<file path="config.mk">
export PLATFORM = sky130hd
export DESIGN_NAME = td4_run_ctrl
export DESIGN_NICKNAME = d
export VERILOG_FILES = /design/src/rtl/td4_run_ctrl.sv
export SDC_FILE = /design/constraint.sdc
export NUM_CORES = 1
export LEC_CHECK = 0
export ABC_AREA = 1
export BUFFER_PORTS_ARGS = -buffer_cell sky130_fd_sc_hd__buf_2
export CORE_MARGIN = 1
export CORE_UTILIZATION = 41
export CTS_CLUSTER_DIAMETER = 120
export DETAILED_ROUTE_END_ITERATION = 7
export GPL_ROUTABILITY_DRIVEN = 1
export GPL_TIMING_DRIVEN = 0
export PLACE_DENSITY = 0.66
export RECOVER_POWER = 100
export SYNTH_ARGS = -nofsm -noshare
export SYNTH_HDL_FRONTEND = slang
export SYNTH_SLANG_ARGS = --single-unit
</file>
<file path="constraint.sdc">
create_clock -name clk -period 2.2 [get_ports clk]
set_input_delay 0.11 -clock clk [delete_from_list [all_inputs] [get_ports clk]]
set_output_delay 0.11 -clock clk [all_outputs]
set_load 0.005 [all_outputs]
</file>
<file path="src/rtl/td4_run_ctrl.sv">
// td4_run_ctrl: run/step/halt sequencer gating the TD4 core with single-cycle cpu_ce pulses.
// Latency: cpu_ce is registered one clk after a divider tick; RUN with N=1 gives back-to-back pulses.
// Backpressure: none, requests are levels sampled every clk; breakpoints only with TD4_BREAKPOINT_EN.
module td4_run_ctrl #(
   parameter int unsigned DIV_FAST  = 1,
   parameter int unsigned DIV_MED   = 10,
   parameter int unsigned DIV_SLOW  = 100,
   parameter int unsigned DIV_XSLOW = 250
) (
   input  logic       clk,
   input  logic       reset,
   input  logic       run_req,
   input  logic       step_req,
   input  logic       halt_req,
   input  logic [1:0] div_sel,
   input  logic [3:0] pc,
   input  logic [3:0] bp_addr,
   input  logic       bp_valid,
   output logic       cpu_ce,
   output logic [1:0] state,
   output logic       halted,
   output logic [7:0] icount
);

   typedef enum logic [1:0] {
      ST_HALT  = 2'd0,
      ST_RUN   = 2'd1,
      ST_STEP  = 2'd2,
      ST_BREAK = 2'd3
   } state_t;

   state_t     st_q, st_d;
   logic [7:0] cnt_q, cnt_d;
   logic [1:0] div_q;
   logic [7:0] lim;
   logic       active, stay_active, tick, ce_d, bp_hit;

   // div_sel is registered so a change lands on the following cycle
   always_comb begin
      case (div_q)
         2'd0:    lim = 8'(DIV_FAST - 1);
         2'd1:    lim = 8'(DIV_MED - 1);
         2'd2:    lim = 8'(DIV_SLOW - 1);
         default: lim = 8'(DIV_XSLOW - 1);
      endcase
   end

   assign active = (st_q == ST_RUN) || (st_q == ST_STEP);
   assign tick   = active && (cnt_q >= lim);

`ifdef TD4_BREAKPOINT_EN
   logic skip_q, skip_d;

   // skip lets the first instruction after leaving BREAK execute at the breakpoint address
   assign bp_hit = bp_valid && (pc == bp_addr) && !skip_q;

   always_comb begin
      skip_d = skip_q;
      if (ce_d)
         skip_d = 1'b0;
      if ((st_q == ST_BREAK) && !halt_req && (run_req || step_req))
         skip_d = 1'b1;
   end

   always_ff @(posedge clk or negedge reset) begin
      if (!reset)
         skip_q <= 1'b0;
      else
         skip_q <= skip_d;
   end
`else
   logic unused_bp;
   assign unused_bp = ^{pc, bp_addr, bp_valid};
   assign bp_hit    = 1'b0;
`endif

   always_comb begin
      st_d = st_q;
      ce_d = 1'b0;
      case (st_q)
         ST_HALT: begin
            if (halt_req)      st_d = ST_HALT;
            else if (step_req) st_d = ST_STEP;
            else if (run_req)  st_d = ST_RUN;
         end
         ST_RUN: begin
            if (halt_req)
               st_d = ST_HALT;
            else if (tick) begin
               if (bp_hit) st_d = ST_BREAK;
               else        ce_d = 1'b1;
            end
         end
         ST_STEP: begin
            if (halt_req)
               st_d = ST_HALT;
            else if (tick) begin
               ce_d = 1'b1;
               st_d = ST_HALT;
            end
         end
         ST_BREAK: begin
            if (halt_req)      st_d = ST_HALT;
            else if (step_req) st_d = ST_STEP;
            else if (run_req)  st_d = ST_RUN;
         end
         default: st_d = ST_HALT;
      endcase
   end

   // divider restarts from 0 on every tick and whenever RUN/STEP is entered or left
   assign stay_active = active && ((st_d == ST_RUN) || (st_d == ST_STEP));
   assign cnt_d       = (stay_active && !tick) ? cnt_q + 8'd1 : 8'd0;

   always_ff @(posedge clk or negedge reset) begin
      if (!reset) begin
         st_q   <= ST_HALT;
         cnt_q  <= 8'd0;
         div_q  <= 2'd0;
         cpu_ce <= 1'b0;
         icount <= 8'd0;
      end else begin
         st_q   <= st_d;
         cnt_q  <= cnt_d;
         div_q  <= div_sel;
         cpu_ce <= ce_d;
         icount <= icount + {7'd0, ce_d};
      end
   end

   assign state  = st_q;
   assign halted = (st_q == ST_HALT) || (st_q == ST_BREAK);

endmodule

</file>
== Word-level counts from Yosys, hierarchy flattened ==
Index checks and enable logic that the tools add are counted.

* Bits of input ports: 16
* Register bits: 21
* Output and inout port bits: 12
* Logic and storage cells: 38

* Multiplexer cells: 12
* Add/sub/neg operators: 2
* Equality and inequality tests: 7
* $lt $le $gt $ge: 1
* Reductions and logical operators: 11

{| class="wikitable"
|+ Operators by type and width
! operator !! number
|-
| $pmux 8 s3 || 1
|-
| $mux 2 || 6
|-
| $add 8x1->8 || 1
|-
| $add 8x1->8 const B || 1
|-
| $eq 2x2->1 const B || 4
|-
| $ge 8x8->1 || 1
|-
| $mux 8 || 1
|-
| $eq 2x1->1 const B || 3
|-
| $pmux 2 s3 || 1
|-
| $logic_not 2->1 || 2
|-
| $reduce_or 2->1 || 2
|-
| $logic_and 1x1->1 || 3
|-
| $logic_or 1x1->1 || 3
|-
| $mux 1 || 3
|-
| $logic_not 1->1 || 1
|}

== Depth between registers and ports, before layout ==
Gate-level depths: netlist of the first run.

* Depth in word-level cells: 12
* Depth in mapped cells: 18
* Mapped depth without buffers: 18

== Least setup slack after synthesis of the first run ==
OpenSTA, ideal clock, no wires.

* Path kind: flip-flop to flip-flop
* Start point: reg div_q[1]
* End point: reg icount[6]
* Arrival: 2.016 ns
* Stages on the path, launching flop included: 19
* Library setup time: 0.079 ns
* Path buffers: 0
* Path slack: 0.105 ns
* Cell sequence: dfrtp_1 inv_2 nand2_1 ha_1 inv_1 nand2_1 nand2_1 nand2_1 nand2_1 nand2_1 nand2_1 nand2_1 nand2_2 nor2_1 ha_1 ha_1 nand3_1 nor2_1 xor2_1

* Longest elaborated chain between the ends: 8

{| class="wikitable"
|+ Ends and longest elaborated chain
! item !! line !! text
|-
| start: declaration || 34 || <nowiki>logic [1:0] div_q;</nowiki>
|-
| start signal: assignment || 125 || <nowiki>div_q <= div_sel;</nowiki>
|-
| $eq 2x2->1, or another cell as far along || 40 || <nowiki>case (div_q)</nowiki>
|-
| $pmux 8 s3 (*) || 40 ||
|-
| $ge 8x8->1 (*) || 49 || <nowiki>assign tick = active && (cnt_q >= lim);</nowiki>
|-
| $logic_and 1x1->1 (*) || 49 ||
|-
| $mux 1 (*) || 89 || <nowiki>else if (tick) begin</nowiki>
|-
| $mux 1 (*) || 87 || <nowiki>if (halt_req)</nowiki>
|-
| $mux 1 (*) || n/a ||
|-
| named net ce_d || 36 || <nowiki>logic active, stay_active, tick, ce_d, bp_hit;</nowiki>
|-
| $add 8x1->8 (*) || 127 || <nowiki>icount <= icount + {7'd0, ce_d};</nowiki>
|-
| end signal: assignment || 127 ||
|-
| end: declaration || 22 || <nowiki>output logic [7:0] icount</nowiki>
|}

The timed path passes the listed nets; every way through them passes the cells marked *.

== Final worst setup path of the first run ==
Same ends and word-level chain as after synthesis.

==> run summary, run 1 <==
Status: complete, no violations
Post-placement cell area: 1280 um2
Synthesized cell area: 1150 um2
Std cell rows: 18
Min cycle time layout: 2.16 ns
Ys Warns: 0
Final worst setup slack: 0.0419 ns
CP Cell Sequence: inv_2 > nand2_2 > ha_4 > inv_2 > nand2_2 > nand2_1 > nand2_1 > nand2_1 > nand2_1 > nand2_1 > nand2_2 > nand2_4 > nor2_4 > ha_4 > ha_4 > nand3_4 > nor2_4 > xor2_1
Maximum number of pins on one net before global-route repair: 22
Crit start category: flop
Vias in the first global route: 854
Final Util: 59.4%
Most frequent cells in the layout: nand2_1 (23), dfrtp_1 (21), inv_1 (16)
Leakage: 0.754 nW
Clock skew: 0.00146 ns
Area of the multi-input gates: 668 um2
Core Box Area: 2570 um2
Crit Path Class: reg2reg
Critical-path top delay cell: dfrtp_1
Layout area overhead: 32.6%
Worst-path clk slew: 0.10 ns
RSZ-0062 raised after global routing: true
Max-slew headroom: 28.1%
Top Ports: 28
Chip Height: 55.0 um
DR vias: 921
Hold WC Path Type: in2reg
Arrival @ worst endpoint: 2.37 ns
Ant diodes: 0
Fin nets: 195
Worst slew pin tran: 1.08 ns
Post-DP HPWL: 1470 um
Syn nets: 158
Max incr delay on CP: 0.44 ns
RD Place Congestion: 0.813
Drt drc: 0
Final ANT Viol Nets: 0
Worst-Skew Late Latency: 0.28 ns
Vias per inst: 4.65
Most common cell after layout, fill and taps aside: nand2_1
# fillers: 234
Max Buffers Root-to-Sink: 2
First-pass GRT wire length: 3560 um
Clk sinks: 21
DR iter-0 viols: 7
GR Util All Layers: 16.8%
Die Area: 3020 um2
CTS tree: yes
Critical Path RT: 2.42 ns
FMAX: 0.463 GHz
Peak VDD IR: 558 uV
Place WS: -0.201 ns
Setup violations, final: 0
Post-synthesis register bit count: 21
Sequential area share after synthesis: 45.7%
Initial Util: 44.8%
Mapped Cells: 132
Critical path capture point type: flop
Tcrit/Tclk final: 98.1%
Final instance area: 1530 um2
Share of cells above drive strength 1: 33.3%
Drt total wl: 2200 um
Most used cell, CP: nand2_1
DRT Pass-1 Iters: 3
Netlist cell types: 19
Pwr per Cell Area: 713 nW/um2
Avg Cell Area, Syn: 8.71 um2
DR WL/cell: 11.1 um
CTS H-tree lvls: 1
Fin. max-slew vios: 0
Fin cells: 198
Initial antenna violation count: 0
Max-Cap Viols: 0
Worst Hold Slack: 0.145 ns
Hold Vio Cnt, Final: 0
Inserted Clock Buffers: 3
Placed insts: 180
Total gr overflow: 0
Critical Path Fanout Max: 4
Die Wd: 55.0 um
Root buffer cell: clkbuf_4
Sequential cell area: 526 um2
IO Port Bufs: 18
cell families after synthesis:
kind of cell	count (synthesis)	share of synthesized area (%)
AO/OA/AOI/OAI	6	4.14
AND/OR/NAND/NOR	65	24.7
buffers and inverters	19	6.20
flip-flops	21	45.7
XOR/XNOR	11	8.38
adder cells (fa/ha/maj)	10	10.9
worst paths after layout:
| kind | start | endpoint | slack, ns | cells after the start |
|---|---|---|---|---|
| min | halt_req | cpu_ce | 0.15 | 3 |
| max reg2reg | div_q[1] | icount[6] | 0.04 | 18 |
| max in group asynchronous | reset | cnt_q[3] | 1.03 | 2 |
| max | div_q[1] | icount[6] | 0.04 | 18 |
| min reg2reg | icount[7] | icount[7] | 0.47 | 1 |
| min in group asynchronous | reset | cpu_ce | 0.53 | 2 |
state kept, by name, summed over array words and instances (netlist names):
register / flops
cpu_ce: 1
icount: 8
div_q: 2
state: 2
cnt_q: 8
per-stage QoR:
step / TNS (ns) / power [mW]
global placement: -0.413 / 0.834
detailed placement: -0.610 / 0.843
global route: -0.418 / 1.17
CTS: -0.0127 / 1.06
finish: 0 / 1.09
floorplan: 0 / 0.732
where the power goes:
group	total [mW]	internal (mW)	switching, mW
sequential	0.489	0.431	0.0583
clock	0.172	0.0703	0.102
combinational	0.426	0.172	0.254
Yosys cell counts, drive strengths merged:
| cell | instances | area, um2 |
|---|---|---|
| xor2 | 7 | 61.3 |
| nor3 | 2 | 10.0 |
| nand3 | 8 | 52.6 |
| a31oi | 1 | 6.26 |
| nor2 | 21 | 78.8 |
| nand4 | 1 | 6.26 |
| dfrtp | 21 | 526 |
| ha | 10 | 125 |
| a31o | 1 | 8.76 |
| a21oi | 2 | 13.8 |
| xnor2 | 4 | 35.0 |
| a21boi | 1 | 11.3 |
| o21bai | 1 | 7.51 |
| inv | 19 | 71.3 |
| nand2 | 33 | 136 |
area by class of cell:
class | instances | share of cell area (%)
Tap cell | 30 | 2.46
Clock buffer | 4 | 1.72
Sequential cell | 21 | 34.5
Multi-Input combinational cell | 92 | 43.8
Timing Repair Buffer | 32 | 12.9
Inverter | 19 | 4.68
worst max-delay path: cells and delay by family (launching register included):
family | cells | cell delay (ns)
flops | 1 | 0.44
buf+inv | 2 | 0.11
simple gates | 12 | 0.81
xor+xnor | 1 | 0.15
fa+ha+maj | 3 | 0.57
what timing repair did:
item | CTS | global route
hold endpoints to repair | 23 | 0
hold buffers | 3 | 0
gates resized for setup | 17 | 11
buffers inserted | 8 | 4
endpoints found under the setup margin | 4 | 14
pin swaps | 7 | 11
layer usage:
metal	track usage [%]	routed length (um)	part of all wire, %	up-vias
li1	-	-	-	482
met4	5.00	9	0.41	0
met2	30.7	1140	52	11
met5	0	0	0	-
met1	20.5	1010	46	426
met3	1.91	46	2.1	2
No activity file was read; power rests on OpenSTA's default activity.
==> inputs of run 2 (changes only) <==
CTS_BUF_LIST = sky130_fd_sc_hd__clkbuf_16   (was not set)
==> run summary, run 2 (synthesis gave the netlist of run 1 again) <==
Hold WC Path Type: in2reg
Share of cells above drive strength 1: 28.7%
Drt drc: 0
Min cycle time layout: 2.16 ns
Critical path capture point type: flop
First-pass GRT wire length: 3570 um
DR WL/cell: 11.0 um
Final ANT Viol Nets: 0
Initial antenna violation count: 0
Setup Total Neg Slack: 0 ns
Initial Util: 44.8%
Layout area overhead: 34.2%
Std cell rows: 18
Worst Hold Slack: 0.213 ns
Hold Vio Cnt, Final: 0
CTS H-tree lvls: 1
Peak VDD IR: 533 uV
Critical-path top delay cell: dfrtp_2
Fin. max-slew vios: 0
CP Cell Sequence: inv_2 > nand2_2 > ha_1 > inv_1 > nand2_1 > nand2_1 > nand2_1 > nand2_1 > nand2_1 > nand2_1 > nand2_2 > nand2_4 > nor2_4 > ha_4 > ha_4 > nand3_4 > nor2_4 > xor2_1
DR vias: 926
Clk sinks: 21
Critical Path RT: 2.37 ns
Most common cell after layout, fill and taps aside: nand2_1
Tcrit/Tclk final: 98.4%
Final Util: 60.1%
Status: complete, no violations
Buffers and inverters on the worst path: 2
Vias per inst: 4.70
Post-DP HPWL: 1470 um
Most frequent cells in the layout: nand2_1 (26), dfrtp_1 (20), inv_1 (18)
# fillers: 227
Top Ports: 28
RSZ-0062 raised after global routing: true
Core Box Area: 2570 um2
Crit Path Class: reg2reg
Worst slew pin tran: 1.07 ns
Fin nets: 194
CTS tree: yes
Setup violations, final: 0
Drt total wl: 2170 um
Critical Path Fanout Max: 4
Largest registers: cnt_q: 8 flops, icount: 8 flops
IO Port Bufs: 18
Most used cell, CP: nand2_1
Die Area: 3020 um2
Arrival @ worst endpoint: 2.33 ns
Placed insts: 180
Max incr delay on CP: 0.43 ns
Worst-Skew Late Latency: 0.25 ns
Chip Height: 55.0 um
Fin cells: 197
Die Wd: 55.0 um
RD Place Congestion: 0.813
Inserted Clock Buffers: 3
Top delay family on crit path: simple AND/OR/NAND/NOR gates
FMAX: 0.462 GHz
Root buffer cell: clkbuf_16
DR iter-0 viols: 8
Clock skew: 0.00203 ns
Pwr per Cell Area: 803 nW/um2
Max-slew headroom: 28.6%
Vias in the first global route: 856
Crit start category: flop
Worst-path clk slew: 0.05 ns
Total gr overflow: 0
Ant diodes: 0
Maximum number of pins on one net before global-route repair: 22
Leakage: 0.776 nW
DRT Pass-1 Iters: 4
Max Buffers Root-to-Sink: 2
Max-Cap Viols: 0
GR Util All Layers: 17.1%
## run 2: power breakdown
group	internal (mW)	switching, mW	total (mW)
Sequential	0.432	0.0582	0.490
Clock	0.241	0.124	0.365
Combinational	0.158	0.225	0.382
## run 2: metal layers
layer  routed length, um  GRT usage [%]
met4                  18           7.50
met1                1010           20.3
met5                   0              0
met3                  54           3.01
met2                1090           29.9
## run 2: cell type report
type / instances / area (um2) / share of cell area [%]
Tap cell: 30 / 37.5 / 2.43
Multi-Input combinational cell: 92 / 638 / 41.4
Sequential cell: 21 / 527 / 34.1
Clock inverter: 1 / 3.75 / 0.243
Clock buffer: 3 / 75.1 / 4.87
Timing Repair Buffer: 31 / 190 / 12.3
Inverter: 19 / 71.3 / 4.62
## run 2: worst paths after layout
path                           start         to  slack [ns]  cells past startpoint
max in group asynchronous      reset   div_q[1]        0.91                      2
min                         halt_req     cpu_ce        0.21                      3
max                         div_q[1]  icount[6]        0.04                     18
min reg2reg                icount[7]  icount[7]        0.46                      1
max reg2reg                 div_q[1]  icount[6]        0.04                     18
min in group asynchronous      reset     cpu_ce        0.57                      2
## run 2: tightest hold or removal path, delay by kind of cell
family / cells / cell delay (ns)
buffers and inverters: 2 / 0.25
and+or+nand+nor: 1 / 0.06
## run 2: timing repair
action,CTS,global route
pin swaps,6,4
hold buffers,3,0
hold endpoints to repair,23,0
endpoints found under the setup margin,4,13
setup buffers,6,4
gates resized for setup,16,4
## run 2: through the flow
stage / cell area, um2 / setup WS, ns / total power [mW]
4_1_cts: 1510 / -0.000217 / 1.25
3_3_place_gp: 1280 / -0.150 / 0.834
2_1_floorplan: 1150 / 0.105 / 0.732
6_report: 1540 / 0.0356 / 1.24
3_5_place_dp: 1280 / -0.201 / 0.843
5_1_grt: 1540 / -0.0717 / 1.32
